File: config.mk
export PLATFORM = sky130hd
export DESIGN_NAME = vector_source_arbiter
export DESIGN_NICKNAME = d
export VERILOG_FILES = /design/src/rtl/vector_source_arbiter.sv
export SDC_FILE = /design/constraint.sdc
export NUM_CORES = 1
export LEC_CHECK = 0
export ABC_CLOCK_PERIOD_IN_PS = 1400
export BUFFER_PORTS_ARGS = -buffer_cell sky130_fd_sc_hd__buf_2
export CAP_MARGIN = 20
export CORE_UTILIZATION = 40
export DETAILED_ROUTE_END_ITERATION = 16
export PLACE_DENSITY = 0.83
export SYNTH_ARGS = -nofsm -noshare
export SYNTH_HDL_FRONTEND = slang
export SYNTH_SLANG_ARGS = --single-unit
File: constraint.sdc
create_clock -name clock -period 1.4 [get_ports clock]
set_input_delay 0 -clock clock [delete_from_list [all_inputs] [get_ports clock]]
set_output_delay 0 -clock clock [all_outputs]
set_load 0.01 [all_outputs]
File: src/rtl/vector_source_arbiter.sv
// Purpose: round-robin share of one downstream (dx,dy) port between two dav_/rfd sources.
// Latency: grant 1 edge after a source dav_ falls; downstream dav_ falls 2 edges after that source releases.
// Backpressure: the winner's rfd stays low until downstream completes its handshake; the loser waits in place.
// Optional feature: define ARB_STATS_EN to add the per-source transaction counters cnt0/cnt1.
module vector_source_arbiter #(
  parameter int W = 7
) (
  input  logic         clock,
  input  logic         reset_,
  input  logic         dav0_,
  input  logic [W-1:0] dx0,
  input  logic [W-1:0] dy0,
  output logic         rfd0,
  input  logic         dav1_,
  input  logic [W-1:0] dx1,
  input  logic [W-1:0] dy1,
  output logic         rfd1,
  output logic         dav_,
  output logic [W-1:0] dx,
  output logic [W-1:0] dy,
  input  logic         rfd,
  output logic         gnt,
  output logic         busy
`ifdef ARB_STATS_EN
  ,
  output logic [7:0]   cnt0,
  output logic [7:0]   cnt1
`endif
);

  typedef enum logic [1:0] {
    IDLE   = 2'd0,
    UP_REL = 2'd1,
    DN_REQ = 2'd2,
    DN_ACK = 2'd3
  } state_t;

  state_t       state, state_nxt;
  logic         prio, prio_nxt;
  logic [W-1:0] dx_nxt, dy_nxt;
  logic         gnt_nxt, busy_nxt, rfd0_nxt, rfd1_nxt, dav_nxt;
  logic         req0, req1, win, src_rel;

  // Next-state and next-output decode; every register holds unless its state acts on it.
  always_comb begin
    state_nxt = state;
    prio_nxt  = prio;
    dx_nxt    = dx;
    dy_nxt    = dy;
    gnt_nxt   = gnt;
    busy_nxt  = busy;
    rfd0_nxt  = rfd0;
    rfd1_nxt  = rfd1;
    dav_nxt   = dav_;
    req0      = ~dav0_;
    req1      = ~dav1_;
    // On a tie the priority source wins; otherwise whichever is requesting.
    win       = (req0 && req1) ? prio : req1;
    src_rel   = gnt ? dav1_ : dav0_;
    case (state)
      IDLE: begin
        if (req0 || req1) begin
          dx_nxt    = win ? dx1 : dx0;
          dy_nxt    = win ? dy1 : dy0;
          gnt_nxt   = win;
          busy_nxt  = 1'b1;
          if (win) rfd1_nxt = 1'b0;
          else     rfd0_nxt = 1'b0;
          state_nxt = UP_REL;
        end
      end
      UP_REL: begin
        if (src_rel) state_nxt = DN_REQ;
      end
      DN_REQ: begin
        if (rfd) begin
          dav_nxt   = 1'b0;
          state_nxt = DN_ACK;
        end
      end
      DN_ACK: begin
        if (!rfd) begin
          dav_nxt   = 1'b1;
          busy_nxt  = 1'b0;
          prio_nxt  = ~gnt;
          if (gnt) rfd1_nxt = 1'b1;
          else     rfd0_nxt = 1'b1;
          state_nxt = IDLE;
        end
      end
      default: state_nxt = IDLE;
    endcase
  end

  // State and output registers; reset discards any in-flight pair.
  always_ff @(posedge clock) begin
    if (!reset_) begin
      state <= IDLE;
      prio  <= 1'b0;
      dx    <= '0;
      dy    <= '0;
      gnt   <= 1'b0;
      busy  <= 1'b0;
      rfd0  <= 1'b1;
      rfd1  <= 1'b1;
      dav_  <= 1'b1;
    end else begin
      state <= state_nxt;
      prio  <= prio_nxt;
      dx    <= dx_nxt;
      dy    <= dy_nxt;
      gnt   <= gnt_nxt;
      busy  <= busy_nxt;
      rfd0  <= rfd0_nxt;
      rfd1  <= rfd1_nxt;
      dav_  <= dav_nxt;
    end
  end

`ifdef ARB_STATS_EN
  logic stats_inc;

  // A transaction is counted when downstream completes the handshake.
  always_comb begin
    stats_inc = (state == DN_ACK) && !rfd;
  end

  // Per-source completion counters, free-running with natural 8-bit wrap.
  always_ff @(posedge clock) begin
    if (!reset_) begin
      cnt0 <= 8'd0;
      cnt1 <= 8'd0;
    end else if (stats_inc) begin
      if (gnt) cnt1 <= cnt1 + 8'd1;
      else     cnt0 <= cnt0 + 8'd1;
    end
  end
`endif

endmodule
Word level (Yosys, flattened, before mapping). Index checks and enable logic that the tools add are counted.

$mul: 0. Equality and inequality tests: 11. Add/sub/neg operators: 0. Bitwise operators: 4. Order comparisons: 0. Divide/modulo/power cells: 0. Reductions and logical operators: 12. Mux-type cells: 25. Shift operators: 0.

Operators with widths (number): inequality test 2 bit, second input constant (8); 2-to-1 mux 1 bit (14); 2-to-1 mux 7 bit (2); AND reduction 5 bit (2); 2-to-1 mux 2 bit (4); case mux 1 bit (2 select lines) (4); case mux 2 bit (4 select lines) (1); AND reduction 3 bit (2); == test 2 bit, second input constant (2); inverter 1 bit (4); AND reduction 2 bit (2); AND reduction 4 bit (1); nonzero test 2 bit (2); == test 2 x 1 -> 1 bit, second input constant (1); logical NOT 2 bit (1); logical AND 1 bit (1); logical OR 1 bit (1).

Bits in registers: 22. Bits in writable memories: 0. Word-level logic and storage cells: 61. Memories kept: 0. Bits in read-only memories: 0. Output and inout bits: 19. Bits in latches: 0.

Depth between registers and ports, before layout.
Depth in word-level cells: 6. Depth in mapped cells: 6. Gate-level depth less buffers: 5.

Least setup slack after synthesis. No wires, ideal clock.

Path type: reg2reg. Start point: reg state[0]. End point: reg state[0]. Arrival time: 1369 ps. Clock period less this slack: 1441 ps. Setup time: 72 ps. Path slack: -41 ps. Stages on the path, launching flop included: 6. Cell sequence: dfxtp_1 -> inv_1 -> ha_1 -> mux2_4 -> a211oi_2 -> mux2i_1.

Word-level cells in the longest chain between the ends: 3.

Ends and longest elaborated chain: start, declared (line 38) `state_t state, state_nxt;`; start signal, assigned (line 108) `state <= state_nxt;`; == test 2 x 1 -> 1 bit (tied with other cells) (line 60) `case (state)`; inequality test 2 bit (no source line); AND reduction 4 bit (no source line).

Parallel ways exist; a longest one is shown, timed or not. A chain may end at the register's enable or synchronous reset.

Worst setup path after layout.
Start point: reg state[1]. End point: reg dx[6].

Word-level cells in the longest chain between the ends: 2.

Ends and longest elaborated chain: logical NOT 2 bit (line 60); AND reduction 2 bit (no source line); end signal, assigned (line 110) `dx <= dx_nxt;`; end, declared (line 19) `output logic [W-1:0] dx,`.

No other way between the ends.

==> flow_summary.toml <==
[status]
status = "finished clean"

[drt]
first_pass_iters = 4
avgViaCountPerCell = 5.52
drtAntennaViolNets = 0
vias = 1401
drt_wl_total_um = 4140
routedWlPerCell_um = 16.3
drt_iter0_markers = 55
drc_errors = 0

[min_path]
hold_start = "rfd"
hold_end = "busy$_SDFFE_PN0P_"
worstHoldPathCells = 3
hold_class = "primary input to flop"

[cts]
cts_tree = "done"
clk-insertion-delay-late_ns = 0.33
path_clk_slew_ns = 0.13
htree_levels = 1
cts_buffers = 3
cts.sinks = 22
cts_root_buf = "clkbuf_4"
cts_buffer_depth = 2

[floorplanning]
start_util = 0.429
die_w_um = 54.0
pin_count = 52
core.rowCount = 18
core_um2 = 2520
die_area_um2 = 2910
fp.dieH_um = 54.0

[power_and_ir_drop]
power.total_w = 0.00309
leakagePower_nw = 0.910
powerDensity_nw_per_um2 = 1630
ir_drop_uv = 1140

[final_layout]
antenna_cells = 0
multiInputGateArea_um2 = 634
fill_cells = 159
regArea_um2 = 448
most-common-layout-cells = "buf_2, nand2_1, dlygate4sd3_1"
drive_gt1_frac = 0.379
layout.cells.most_common = "buf_2"
final_nets = 263
area_delta_synth_final_pct = 75.6

[logic_synthesis]
ys_ff_latch = 22
yosysSeqAreaShare = 0.407
ys.warnings.count = 0
netlist_area_um2 = 1080
syn_inst = 133
ys_types = 30
synth.net_count = 171
syn_area_per_cell_um2 = 8.13

[global_route]
antenna_found_initial = 0
grt_pass1_wl_um = 5350
grt_max_degree = 26
grt_pass1_vias = 1211
grt_overflow = 0
grt_util_all_layers = 0.263

[setup_path]
crit_type = "flop to flop"
cpPeakStageDelay_ns = 0.39
rrSetupSlack_ns = 0.02
r2r_cells = 6
worst_path_max_delay_cell = "dfxtp_4"
critical_path.cell_chain = "inv_4 > ha_4 > a21boi_4 > buf_4 > clkbuf_16 > a31oi_1"
path_buf_inv = 3
end_kind = "flop"
crit_fanout = 12
crit_family = "flip-flops"
rr_startpoint = "state[1]$_SDFFE_PN0P_"
critPathLaunchType = "flop"
arrival_ns = 1.59
r2r-end = "dx[6]$_SDFFE_PN0P_"
worstPathRequired_ns = 1.60

[timing]
rsz0062_at_grt = "true"
slew_violations = 0
setup_viol = 0
final_hold_viol_count = 0
hold_slack_ns = 0.0882
fin_crit_ns = 1.38
relSlewSlack = 0.784
worst_pin_slew_ns = 0.315
clock_skew_ns = 0.0126
finalCritPeriodShare = 0.987
fmax_mhz = 724

[place]
place_congestion = 0.846
dpl.hpwl_um = 2000
io_buffers = 51

[run]
drv_cap = 0
## worst register-to-register path: stages, from the launching register on
cell and delay [ns]:
dfxtp_4 0.39, inv_4 0.07, ha_4 0.16, a21boi_4 0.24
buf_4 0.16, clkbuf_16 0.15, a31oi_1 0.09
## what timing repair did
item	in CTS	in global routing
endpoints found under the setup margin	10	20
pin swaps	1	2
gates cloned	0	1
buffers inserted	1	2
hold endpoints to repair	15	0
gates resized for setup	6	13
hold buffers	29	0
## cells in the mapped netlist, drive strengths merged
library cell,number,area share
nand2,33,0.11
o21ai,16,0.074
buf,5,0.029
ha,5,0.058
a31oi,16,0.093
o22ai,1,0.0058
or2,1,0.0058
nor4,2,0.012
o21bai,2,0.017
o31ai,1,0.0069
a2bb2oi,1,0.0081
mux2i,3,0.028
a21oi,1,0.0046
dfxtp,22,0.41
nor2,3,0.010
mux2,1,0.014
nor2b,2,0.012
o2111ai,1,0.0081
and3,1,0.0058
a21boi,2,0.014
o211a,1,0.0093
clkbuf,3,0.012
inv,7,0.024
a211oi,2,0.019
o21ba,1,0.0093
## routing by layer
metal | vias up | global-route usage | share of wire
li1 | 650 | - | -
met1 | 641 | 0.292 | 0.39
met2 | 86 | 0.459 | 0.50
met3 | 24 | 0.0706 | 0.076
met4 | 0 | 0.128 | 0.040
met5 | - | 0 | 0
## worst max-delay path by stage
stage               cells after the start             startpoint  slack (ns)               endpoint
floorplan                               5  state[0]$_SDFFE_PN0P_        0.03  state[0]$_SDFFE_PN0P_
global placement                        5  state[1]$_SDFFE_PN0P_       0.008  state[1]$_SDFFE_PN0P_
detailed placement                      5  state[1]$_SDFFE_PN0P_       -0.04  state[0]$_SDFFE_PN0P_
CTS                                     5  state[0]$_SDFFE_PN0P_      -0.003  state[0]$_SDFFE_PN0P_
global route                            6  state[1]$_SDFFE_PN0P_       -0.06     dx[6]$_SDFFE_PN0P_
finish                                  6  state[1]$_SDFFE_PN0P_        0.02     dx[6]$_SDFFE_PN0P_
## registers in the layout, indices dropped and copies added, names as in the netlist
register,cells
dy,7
dav_,1
dx,7
state,2
rfd1,1
busy,1
gnt,1
prio,1
rfd0,1
## kinds of logic (layout without fill, tap and decap cells)
| group | count (synthesis) | in the layout | share of synthesized area |
|---|---|---|---|
| and+or+nand+nor | 42 | 42 | 0.160 |
| adders and majority gates | 5 | 5 | 0.0579 |
| AOI/OAI and AO/OA | 45 | 45 | 0.269 |
| buffers and inverters | 15 | 106 | 0.0648 |
| DFF | 22 | 22 | 0.407 |
| muxes | 4 | 4 | 0.0417 |
## per-stage QoR
| step | instances | area (µm²) | setup TNS, ns | worst slack [ns] | util |
|---|---|---|---|---|---|
| final | 254 | 1900 | 0 | 0.0185 | 0.752 |
| after global routing | 254 | 1900 | -0.0795 | -0.0590 | 0.752 |
| after CTS | 251 | 1810 | -0.00442 | -0.00335 | 0.716 |
| after detailed placement | 217 | 1440 | -0.112 | -0.0444 | 0.569 |
| after global placement | 217 | 1440 | 0 | 0.00803 | 0.569 |
| after floorplan | 133 | 1090 | 0 | 0.0266 | - |
## area by class of cell
type,count,area share
Clock inverter,1,0.0158
Multi-Input combinational cell,96,0.334
Inverter,7,0.0178
Sequential cell,22,0.236
Tap cell,30,0.0198
Timing Repair Buffer,95,0.365
Clock buffer,3,0.0119
## power breakdown
| part | internal [W] | switching (W) | leakage, nW | total, W |
|---|---|---|---|---|
| Combinational | 0.000838 | 0.000785 | 0.698 | 0.00162 |
| Sequential | 0.000836 | 0.000139 | 0.184 | 0.000975 |
| Clock | 0.000290 | 0.000204 | 0.0279 | 0.000494 |
(Power assumes the default switching activity.)
